[config.mk]
export PLATFORM = sky130hd
export DESIGN_NAME = reorder_buffer
export DESIGN_NICKNAME = d
export VERILOG_FILES = /design/src/rtl/reorder_buffer_pkg.sv /design/src/rtl/reorder_buffer_branch_check.sv /design/src/rtl/reorder_buffer.sv
export SDC_FILE = /design/constraint.sdc
export NUM_CORES = 2
export LEC_CHECK = 0
export CORE_UTILIZATION = 65
export CTS_BUF_LIST = sky130_fd_sc_hd__clkbuf_4
export DETAILED_ROUTE_END_ITERATION = 10
export GPL_TIMING_DRIVEN = 0
export PLACE_DENSITY = 0.81
export SYNTH_ARGS = -nofsm -noshare
export SYNTH_HDL_FRONTEND = slang
export SYNTH_HIERARCHICAL = 1
export SYNTH_SLANG_ARGS = --single-unit
[constraint.sdc]
create_clock -name clk -period 16.9 [get_ports clk]
set_clock_uncertainty 0.05 [all_clocks]
set_input_delay 3.38 -clock clk [delete_from_list [all_inputs] [get_ports clk]]
set_output_delay 3.38 -clock clk [all_outputs]
set_load 0.02 [all_outputs]
[src/rtl/reorder_buffer_pkg.sv]
// Shared ROB types, op codes and widths for the reorder buffer slice.
// Tag = entry index + 1; tag 0 means "no dependency".
package reorder_buffer_pkg;

    localparam int ROB_SIZE   = 16;
    localparam int ROB_IDX_W  = 4;
    localparam int ROB_ID_W   = ROB_IDX_W + 1;
    localparam int DATA_WIDTH = 32;
    localparam int ADDR_WIDTH = 32;
    localparam int OPE_WIDTH  = 6;

    typedef logic [ROB_ID_W-1:0] rob_id_t;

    localparam rob_id_t NON_DEPENDENT = '0;

    typedef enum logic [OPE_WIDTH-1:0] {
        OP_NOP   = 6'd0,
        OP_LUI   = 6'd1,
        OP_AUIPC = 6'd2,
        OP_JAL   = 6'd3,
        OP_JALR  = 6'd4,
        OP_BEQ   = 6'd5,
        OP_BNE   = 6'd6,
        OP_BLT   = 6'd7,
        OP_BGE   = 6'd8,
        OP_BLTU  = 6'd9,
        OP_BGEU  = 6'd10,
        OP_LB    = 6'd11,
        OP_LH    = 6'd12,
        OP_LW    = 6'd13,
        OP_LBU   = 6'd14,
        OP_LHU   = 6'd15,
        OP_SB    = 6'd16,
        OP_SH    = 6'd17,
        OP_SW    = 6'd18,
        OP_ADDI  = 6'd19,
        OP_SLTI  = 6'd20,
        OP_XORI  = 6'd21,
        OP_ORI   = 6'd22,
        OP_ANDI  = 6'd23,
        OP_ADD   = 6'd24,
        OP_SUB   = 6'd25,
        OP_AND   = 6'd26,
        OP_OR    = 6'd27,
        OP_XOR   = 6'd28
    } op_e;

    function automatic logic op_is_branch(logic [OPE_WIDTH-1:0] op);
        return op inside {OP_BEQ, OP_BNE, OP_BLT, OP_BGE, OP_BLTU, OP_BGEU};
    endfunction

    function automatic logic op_is_store(logic [OPE_WIDTH-1:0] op);
        return op inside {OP_SB, OP_SH, OP_SW};
    endfunction

    // Branches and stores never write the register file
    function automatic logic op_no_rd(logic [OPE_WIDTH-1:0] op);
        return op_is_branch(op) || op_is_store(op);
    endfunction

endpackage

[src/rtl/reorder_buffer_branch_check.sv]
// Retire-time control-flow check: flags a wrong prediction or any JALR.
// Purely combinational; evaluated on the ROB head entry.
module rob_branch_check
    import reorder_buffer_pkg::*;
(
    input  logic [OPE_WIDTH-1:0] i_type,
    input  logic                 i_pred_jump,
    input  logic                 i_jump,
    output logic                 o_mispredict
);

    logic w_predicted;
    logic w_wrong;

    assign w_predicted = op_is_branch(i_type) || (i_type == OP_JAL);
    assign w_wrong     = i_jump != i_pred_jump;

    // JALR target is never predicted, so it always redirects fetch
    assign o_mispredict = (w_predicted && w_wrong) || (i_type == OP_JALR);

endmodule

[src/rtl/reorder_buffer.sv]
// In-order reorder buffer: tag allocation, dual CDB capture, single retire.
// Optional perf counters when ROB_PERF_CNT_EN is defined.
module reorder_buffer
    import reorder_buffer_pkg::*;
(
    input  logic                  clk,
    input  logic                  rst,
    input  logic                  rdy,
    input  logic                  alloc_en,
    input  logic [OPE_WIDTH-1:0]  alloc_type,
    input  logic [4:0]            alloc_rd,
    input  logic [ADDR_WIDTH-1:0] alloc_pc,
    input  logic                  alloc_pred_jump,
    output rob_id_t               alloc_rob_id,
    output logic                  full_rob,
    input  rob_id_t               query_qj,
    input  rob_id_t               query_qk,
    output logic                  query_qj_ready,
    output logic                  query_qk_ready,
    output logic [DATA_WIDTH-1:0] query_qj_value,
    output logic [DATA_WIDTH-1:0] query_qk_value,
    input  logic                  enable_cdb_rs,
    input  rob_id_t               cdb_rs_rob_id,
    input  logic [DATA_WIDTH-1:0] cdb_rs_value,
    input  logic                  cdb_rs_jump,
    input  logic [ADDR_WIDTH-1:0] cdb_rs_pc_next,
    input  logic                  enable_cdb_lsb,
    input  rob_id_t               cdb_lsb_rob_id,
    input  logic [DATA_WIDTH-1:0] cdb_lsb_value,
    output logic                  commit_en,
    output rob_id_t               commit_rob_id,
    output logic [4:0]            commit_rd,
    output logic [DATA_WIDTH-1:0] commit_value,
    output logic                  commit_store,
    output logic                  mispredict,
    output logic [ADDR_WIDTH-1:0] mispredict_pc
`ifdef ROB_PERF_CNT_EN
    ,
    output logic [31:0]           perf_commit_cnt,
    output logic [31:0]           perf_mispredict_cnt
`endif
);

    logic [ROB_IDX_W-1:0]  r_head;
    logic [ROB_IDX_W-1:0]  r_tail;
    logic [ROB_IDX_W:0]    r_count;
    logic [ROB_SIZE-1:0]   r_busy;
    logic [ROB_SIZE-1:0]   r_ready;
    logic [OPE_WIDTH-1:0]  r_type    [ROB_SIZE];
    logic [4:0]            r_rd      [ROB_SIZE];
    logic                  r_pred    [ROB_SIZE];
    logic                  r_jump    [ROB_SIZE];
    logic [DATA_WIDTH-1:0] r_value   [ROB_SIZE];
    logic [ADDR_WIDTH-1:0] r_pc_next [ROB_SIZE];

    logic                  w_alloc;
    logic                  w_commit;
    logic                  w_mis;
    logic                  w_flush;
    logic [ROB_IDX_W-1:0]  w_rs_idx;
    logic [ROB_IDX_W-1:0]  w_lsb_idx;
    logic                  w_rs_hit;
    logic                  w_lsb_hit;
    logic [DATA_WIDTH:0]   w_qj;
    logic [DATA_WIDTH:0]   w_qk;

    assign full_rob     = r_count == (ROB_IDX_W+1)'(ROB_SIZE);
    assign alloc_rob_id = {1'b0, r_tail} + ROB_ID_W'(1);
    assign w_alloc      = alloc_en && !full_rob;
    assign w_commit     = r_busy[r_head] && r_ready[r_head];
    assign w_flush      = w_commit && w_mis;

    assign w_rs_idx  = cdb_rs_rob_id[ROB_IDX_W-1:0] - ROB_IDX_W'(1);
    assign w_lsb_idx = cdb_lsb_rob_id[ROB_IDX_W-1:0] - ROB_IDX_W'(1);
    assign w_rs_hit  = enable_cdb_rs && (cdb_rs_rob_id != NON_DEPENDENT)
                       && r_busy[w_rs_idx];
    assign w_lsb_hit = enable_cdb_lsb && (cdb_lsb_rob_id != NON_DEPENDENT)
                       && r_busy[w_lsb_idx];

    rob_branch_check u_branch_check (
        .i_type       (r_type[r_head]),
        .i_pred_jump  (r_pred[r_head]),
        .i_jump       (r_jump[r_head]),
        .o_mispredict (w_mis)
    );

    // {ready, value}; a same-cycle broadcast beats the stored entry
    function automatic logic [DATA_WIDTH:0] f_query(rob_id_t t);
        logic [ROB_IDX_W-1:0] idx;
        logic [DATA_WIDTH:0]  res;
        idx = t[ROB_IDX_W-1:0] - ROB_IDX_W'(1);
        res = {1'b0, r_value[idx]};
        if (t != NON_DEPENDENT) begin
            if (enable_cdb_rs && cdb_rs_rob_id == t)
                res = {1'b1, cdb_rs_value};
            else if (enable_cdb_lsb && cdb_lsb_rob_id == t)
                res = {1'b1, cdb_lsb_value};
            else
                res = {r_ready[idx], r_value[idx]};
        end
        return res;
    endfunction

    always_comb begin
        w_qj = f_query(query_qj);
        w_qk = f_query(query_qk);
    end

    assign query_qj_ready = w_qj[DATA_WIDTH];
    assign query_qj_value = w_qj[DATA_WIDTH-1:0];
    assign query_qk_ready = w_qk[DATA_WIDTH];
    assign query_qk_value = w_qk[DATA_WIDTH-1:0];

    always_ff @(posedge clk) begin
        if (rst) begin
            r_head        <= '0;
            r_tail        <= '0;
            r_count       <= '0;
            r_busy        <= '0;
            r_ready       <= '0;
            commit_en     <= 1'b0;
            commit_rob_id <= '0;
            commit_rd     <= '0;
            commit_value  <= '0;
            commit_store  <= 1'b0;
            mispredict    <= 1'b0;
            mispredict_pc <= '0;
        end else if (rdy) begin
            commit_en    <= w_commit;
            commit_store <= w_commit && op_is_store(r_type[r_head]);
            mispredict   <= w_flush;
            if (w_commit) begin
                commit_rob_id <= {1'b0, r_head} + ROB_ID_W'(1);
                commit_rd     <= op_no_rd(r_type[r_head]) ? 5'd0
                                                           : r_rd[r_head];
                commit_value  <= r_value[r_head];
            end
            if (w_flush) begin
                mispredict_pc <= r_pc_next[r_head];
                r_head        <= '0;
                r_tail        <= '0;
                r_count       <= '0;
                r_busy        <= '0;
                r_ready       <= '0;
            end else begin
                if (w_alloc) begin
                    r_busy[r_tail]  <= 1'b1;
                    r_ready[r_tail] <= 1'b0;
                    r_tail          <= r_tail + ROB_IDX_W'(1);
                end
                if (w_lsb_hit)
                    r_ready[w_lsb_idx] <= 1'b1;
                if (w_rs_hit)
                    r_ready[w_rs_idx] <= 1'b1;
                if (w_commit) begin
                    r_busy[r_head]  <= 1'b0;
                    r_ready[r_head] <= 1'b0;
                    r_head          <= r_head + ROB_IDX_W'(1);
                end
                case ({w_alloc, w_commit})
                    2'b10:   r_count <= r_count + (ROB_IDX_W+1)'(1);
                    2'b01:   r_count <= r_count - (ROB_IDX_W+1)'(1);
                    default: r_count <= r_count;
                endcase
            end
        end
    end

    // Payload needs no reset: busy/ready gate every use
    always_ff @(posedge clk) begin
        if (!rst && rdy && !w_flush) begin
            if (w_alloc) begin
                r_type[r_tail]    <= alloc_type;
                r_rd[r_tail]      <= alloc_rd;
                r_pred[r_tail]    <= alloc_pred_jump;
                r_jump[r_tail]    <= 1'b0;
                r_pc_next[r_tail] <= alloc_pc + 32'd4;
            end
            if (w_lsb_hit)
                r_value[w_lsb_idx] <= cdb_lsb_value;
            if (w_rs_hit) begin
                r_value[w_rs_idx]   <= cdb_rs_value;
                r_jump[w_rs_idx]    <= cdb_rs_jump;
                r_pc_next[w_rs_idx] <= cdb_rs_pc_next;
            end
        end
    end

`ifdef ROB_PERF_CNT_EN
    always_ff @(posedge clk) begin
        if (rst) begin
            perf_commit_cnt     <= '0;
            perf_mispredict_cnt <= '0;
        end else if (rdy) begin
            if (w_commit)
                perf_commit_cnt <= perf_commit_cnt + 32'd1;
            if (w_flush)
                perf_mispredict_cnt <= perf_mispredict_cnt + 32'd1;
        end
    end
`endif

endmodule

* Word level (Yosys, flattened, before mapping)
Memory sizes are Yosys's and may differ from the RTL's. A register that Yosys moved wholly into a read port is not among the register bits.
Index checks and enable logic that the tools add are counted.
** Operators by class
- Bitwise gates (word level) :: 8
- $add $sub $neg :: 11
- Magnitude comparators :: 10
- Mux-type cells :: 70
- Eq/ne operators :: 19
- Reductions and logical operators :: 39
** Operators with widths (count)
- 2-to-1 mux 16 bit :: 20
- 2-to-1 mux 33 bit :: 6
- bitwise AND 16 bit :: 3
- 2-to-1 mux 4 bit :: 12
- OR 16 bit :: 3
- adder 32 x 3 -> 32 bit, second input constant :: 1
- inverter 16 bit :: 2
- less-than comparator 4 x 5 -> 1 bit, second input constant :: 6
- binary-select mux 1 bit (select 4 bit) :: 6
- == test 6 x 3 -> 1 bit, second input constant :: 4
- == test 5 bit :: 4
- nonzero test 5 bit :: 4
- logical AND 1 bit :: 19
- 2-to-1 mux 1 bit :: 19
- == test 6 x 4 -> 1 bit, second input constant :: 3
- == test 6 x 5 -> 1 bit, second input constant :: 3
- demux 1 bit (select 4 bit) :: 4
- >= comparator 4 x 1 -> 1 bit, second input constant :: 4
- subtractor 4 x 1 -> 4 bit, second input constant :: 4
- adder 4 x 1 -> 5 bit, second input constant :: 2
- 2-to-1 mux 5 bit :: 2
- case mux 5 bit (2 select lines) :: 1
- AND reduction 2 bit :: 5
- adder 4 x 1 -> 4 bit, second input constant :: 2
- other kinds (12) :: 18
** Storage, ports and cells
- Input port bits :: 167
- Bits in writable memories :: 1232
- Register bits after elaboration :: 58
- Memories :: 6
** Memory list
- r_pc_next :: depth 16, bits a word 32, rd ports 1, clocked after Yosys merged registers in 1, write ports 2, line reorder_buffer.sv:54 : logic [ADDR_WIDTH-1:0] r_pc_next [ROB_SIZE];
- r_value :: depth 16, bits a word 32, rd ports 3, clocked after Yosys merged registers in 1, write ports 2, line reorder_buffer.sv:53 : logic [DATA_WIDTH-1:0] r_value [ROB_SIZE];
- r_type :: depth 16, bits a word 6, rd ports 1, clocked after Yosys merged registers in 1, write ports 1, line reorder_buffer.sv:49 : logic [OPE_WIDTH-1:0] r_type [ROB_SIZE];
- r_rd :: depth 16, bits a word 5, rd ports 1, clocked after Yosys merged registers in 1, write ports 1, line reorder_buffer.sv:50 : logic [4:0] r_rd [ROB_SIZE];
- r_jump :: depth 16, bits a word 1, rd ports 1, clocked after Yosys merged registers in 1, write ports 2, line reorder_buffer.sv:52 : logic r_jump [ROB_SIZE];
- r_pred :: depth 16, bits a word 1, rd ports 1, clocked after Yosys merged registers in 1, write ports 1, line reorder_buffer.sv:51 : logic r_pred [ROB_SIZE];

* Depth between registers and ports, before layout
- Word-level depth :: 23
- Gate-level depth with buffers :: 16

* By module
The synthesis kept the hierarchy.
** By module, submodules not included
- reorder_buffer :: area each 76329.5 um2, sequential area each 39517.9 um2, cells each 4944, instances 1
- rob_branch_check :: area each 62.6 um2, sequential area each 0.0 um2, cells each 10, instances 1

* Least setup slack after synthesis
Ideal clock, no wire load.
- Kind :: input port to output port
- Start point :: input port query_qj[0]
- End point :: output port query_qj_value[10]
- Arrival time :: 6.597 ns
- Required time :: 13.470 ns
- Setup slack :: 6.873 ns
- Stages on the path :: 12
- Buffers on the path :: 5
- Cell sequence :: buf_2 -> buf_2 -> buf_1 -> inv_1 -> ha_1 -> xor2_1 -> clkbuf_1 -> clkbuf_1 -> mux2i_1 -> a21oi_1 -> o22ai_1 -> a21oi_1
** On the way
- Cells in the longest elaborated chain, start to end :: 5
** RTL lines
- from (decl) :: line reorder_buffer.sv:16 : input rob_id_t query_qj,
- subtractor 4 x 1 -> 4 bit / == test 5 bit (equally long branches) :: line reorder_buffer.sv:91, reorder_buffer.sv:96
- memory (16 x 32 bit) / logical AND 1 bit (equally long branches)
- 2-to-1 mux 33 bit :: line reorder_buffer.sv:96 : else if (enable_cdb_lsb && cdb_lsb_rob_id == t)
- 2-to-1 mux 33 bit :: line reorder_buffer.sv:94 : if (enable_cdb_rs && cdb_rs_rob_id == t)
- 2-to-1 mux 33 bit * :: line reorder_buffer.sv:93 : if (t != NON_DEPENDENT) begin
- to (decl) :: line reorder_buffer.sv:20 : output logic [DATA_WIDTH-1:0] query_qj_value,
Mark *: on every way between the ends. The rest lies on a longest branch, timed or not.

* Worst setup path after layout
- Start point :: input port query_qj[0]
- End point :: output port query_qj_value[21]
Same word-level chain as after synthesis.

==> results by group <==
Status
  – Run status: complete, but fails checks
  – Violated checks: max-capacitance violations, max-slew violations

Detailed routing
  – Iter 0 DRT Violations: 9415
  – Antenna-violating nets left: 0
  – Drc violations: 0
  – Avg WL per Cell: 37.52 um
  – Vias per cell: 7.684
  – Initial DRT Pass Iterations: 9
  – Vias: 57251
  – Final WL: 279500 um

Finish
  – Share of layout cells above drive strength 1: 39.03%
  – Reg area: 39520 um2
  – Most frequent cells in the layout: edfxtp_1, mux2_2, mux4_2
  – Area Growth Syn to Fin: 13.53%
  – Fill count: 7344
  – Cell area after layout: 86730 um2
  – Area of the multi-input gates: 34450 um2
  – Nets: 5830
  – Most common cell after layout, fill and taps aside: edfxtp_1

Worst setup path
  – CP Class: in -> out
  – Worst setup EP type: output pin
  – Critical Path Start Type: input pin
  – CP arrival: 10.12 ns
  – Crit-path max FO: 10
  – Crit path required time: 13.47 ns
  – Flop2flop setup slack: 8.28 ns
  – Worst reg-to-reg path cell count: 14
  – R2R Path End: r_pc_next[15][28]

Floorplan
  – Core footprint: 116400 um2
  – Ports: 316
  – Initial Util: 65.65%
  – Chip width: 344.8 um
  – # rows: 125
  – Die span in y: 344.8 um
  – DIE AREA: 118900 um2

Logic synthesis
  – Post-Synthesis Cell Area: 76390 um2
  – Largest cells by area after synthesis: edfxtp_1, mux4_2, mux2_2
  – Mapped Nets: 5144
  – Synth unique cells: 70
  – Ys async rst share: 0%
  – Biggest area consumer among synthesized cells: edfxtp_1
  – Synth Instances: 4954
  – Commonest register cell after synthesis: edfxtp_1
  – Number of synthesized register bits: 1358
  – Sequential area share after synthesis: 51.73%
  – Top cell type's share of synthesized area: 48.43%
  – Syn Area/Cell: 15.42 um2
  – YS warnings: 6
  – Post-synth EDFFs: 1232

Clock network
  – TritonCTS buffer count: 368
  – Clock latency on the worst-skew pair: 1.43 ns
  – Root Buffer: clkbuf_4
  – H-tree lvl count: 5
  – Worst-path clk slew: 0.07 ns
  – Maximum root-to-sink buffer count: 4
  – Setup Fix Bufs, Post-CTS: 0
  – CTS tree: yes
  – Post-CTS sizing: 0
  – CTS Hold Bufs: 0
  – Clock sinks: 1358

Global route
  – Total gr overflow: 0
  – First-pass GRT wire length: 388800 um
  – Initial antenna violation count: 27
  – Vias in the first global route: 55754
  – Largest net degree at the start of global routing: 34
  – Total GRT Usage: 47.00%

Timing
  – Tmin final: 13.55 ns
  – Final TNS setup: 0 ns
  – Crit share post-route: 80.19%
  – Least-Margin Pin Slew: 1.542 ns
  – Setup Viol. Count Final: 0
  – Final WS setup: 3.348 ns
  – Slew headroom: -2.817%
  – Final Hold Fails: 0
  – Fin. max-slew vios: 22
  – RSZ-0062 raised after global routing: no
  – Max Clk Rate: 0.07379 GHz

Placement
  – Port bufs: 274
  – Routability cong.: 0.9832
  – Placed Instance Area: 82070 um2
  – Hpwl dp: 186900 um
  – Place WS: 3.911 ns

Pwr
  – Int Pwr: 0.005557 W
  – Flop pwr share: 48.9%
  – Sw frac: 25.89%
  – Sw Pwr: 0.001941 W
  – Combinational fraction of design power: 10.9%
  – Leakage: 27.73 nW
  – Worst VDD drop: 74.90 uV
  – Clock power share: 40.2%
  – PD cells: 86.46 nW/um2

Hold path
  – Hold Path Class: reg -> reg
  – Hold worst-path end: commit_value[23]
  – Min-delay src: commit_value[23]
  – Worst Hold Depth: 2

Flow run
  – Maxcap violations: 2
[cell type report]
class / instances / share of cell area, %
Clock buffer: 567 / 4.908
Inverter: 28 / 0.1212
Antenna cell: 29 / 0.08368
Sequential cell: 1358 / 45.57
Clock inverter: 61 / 0.3636
Timing Repair Buffer: 316 / 4.103
Buffer: 565 / 2.929
Multi-Input combinational cell: 3003 / 39.73
Tap cell: 1524 / 2.199
[worst max path at each step]
stage | from | slack, ns | endpoint
6_report | query_qj[0] | 3.35 | query_qj_value[21]
2_1_floorplan | query_qj[0] | 6.87 | query_qj_value[10]
4_1_cts | query_qj[0] | 3.88 | query_qj_value[21]
3_5_place_dp | query_qj[0] | 3.91 | query_qj_value[21]
3_3_place_gp | query_qj[0] | 3.95 | query_qj_value[21]
5_1_grt | query_qj[0] | 3.53 | query_qj_value[23]
[registers in the layout (all words and copies together), names as in the netlist, named ones only]
name / count
mispredict: 1
r_ready: 16
r_count: 5
r_tail: 4
commit_en: 1
commit_rob_id: 5
r_busy: 16
r_type: 96
r_pc_next: 512
commit_store: 1
r_head: 4
commit_value: 32
r_jump: 16
mispredict_pc: 32
r_value: 512
commit_rd: 5
r_rd: 80
r_pred: 16
[critical path, stage by stage]
cell and delay [ns]:
buf_2 0.30, buf_2 0.49, buf_1 0.83, inv_1 0.22, ha_1 0.29, xor2_1 1.05
clkbuf_1 0.60, clkbuf_1 1.09, mux2i_1 0.31, a21oi_1 0.37, o22ai_1 0.14, a21oi_1 0.34
clkdlybuf4s50_1 0.67
[per-layer routing]
layer,vias up,GRT usage (%),part of all wire (%)
li1,21658,-,-
met1,28028,57.25,32
met2,6087,68.48,44
met3,1452,18.82,16
met4,26,33.37,8.2
met5,-,0.6010,0.11
[cells in the mapped netlist, types with 4 or more instances]
cell type     n
inv_1        25
a32o_1       14
and4_1        5
o211ai_1     10
nor3_1       21
a2111oi_4     7
nor4_1        7
o21ai_0      54
and3_1       14
o2111a_1      4
nor2b_1      71
nand3_1      48
xnor2_1      37
and2_1       14
nand4_1      20
buf_4        51
ha_1         23
dfxtp_1     126
nand2b_1      7
clkbuf_1    313
buf_1        98
o21ai_1       5
mux2_1      166
mux2_4       63
o2111ai_2     5
or2_2        10
buf_6        14
mux4_2      655
mux2i_1      67
xor2_1       36
edfxtp_1   1232
nor3b_1       4
nand2_1     215
a211oi_1     86
a22oi_1      16
mux2_2      729
o22ai_1     131
buf_2        89
a21oi_1     295
nor2_1      119
[power groups by stage]
stage / Clock (W) / Combinational [W] / Sequential [W]
2_1_floorplan: 0 / 0.000471 / 0.00374
3_3_place_gp: 0 / 0.000756 / 0.00374
3_5_place_dp: 0 / 0.000776 / 0.00374
4_1_cts: 0.00297 / 0.000780 / 0.00367
5_1_grt: 0.00314 / 0.000838 / 0.00367
6_report: 0.00302 / 0.000816 / 0.00367
[stage by stage]
step           total power (W)  util, %  hold slack (ns)  std cells
2_1_floorplan         0.004211        -           0.4151       4954
5_1_grt               0.007647    74.51           0.4142       7439
3_5_place_dp          0.004516    70.53           0.3956       6794
4_1_cts               0.007421    74.46           0.4046       7422
6_report              0.007499    74.53           0.4046       7451
3_3_place_gp          0.004497    69.65           0.3924       6752
[cells by family (layout without fill, tap and decap cells)]
| family | after synthesis | count (layout) | share of synthesized area, % |
|---|---|---|---|
| buffers and inverters | 593 | 1537 | 3.448 |
| DFF | 1358 | 1358 | 51.73 |
| muxes | 1680 | 1680 | 34.62 |
| and+or+nand+nor | 577 | 577 | 3.628 |
| other | 0 | 29 | 0 |
| xor gates and xnor gates | 74 | 74 | 0.8582 |
| adders and majority gates | 23 | 23 | 0.3767 |
| AOI/OAI and AO/OA | 649 | 649 | 5.339 |
No activity file was read; power rests on OpenSTA's default activity.
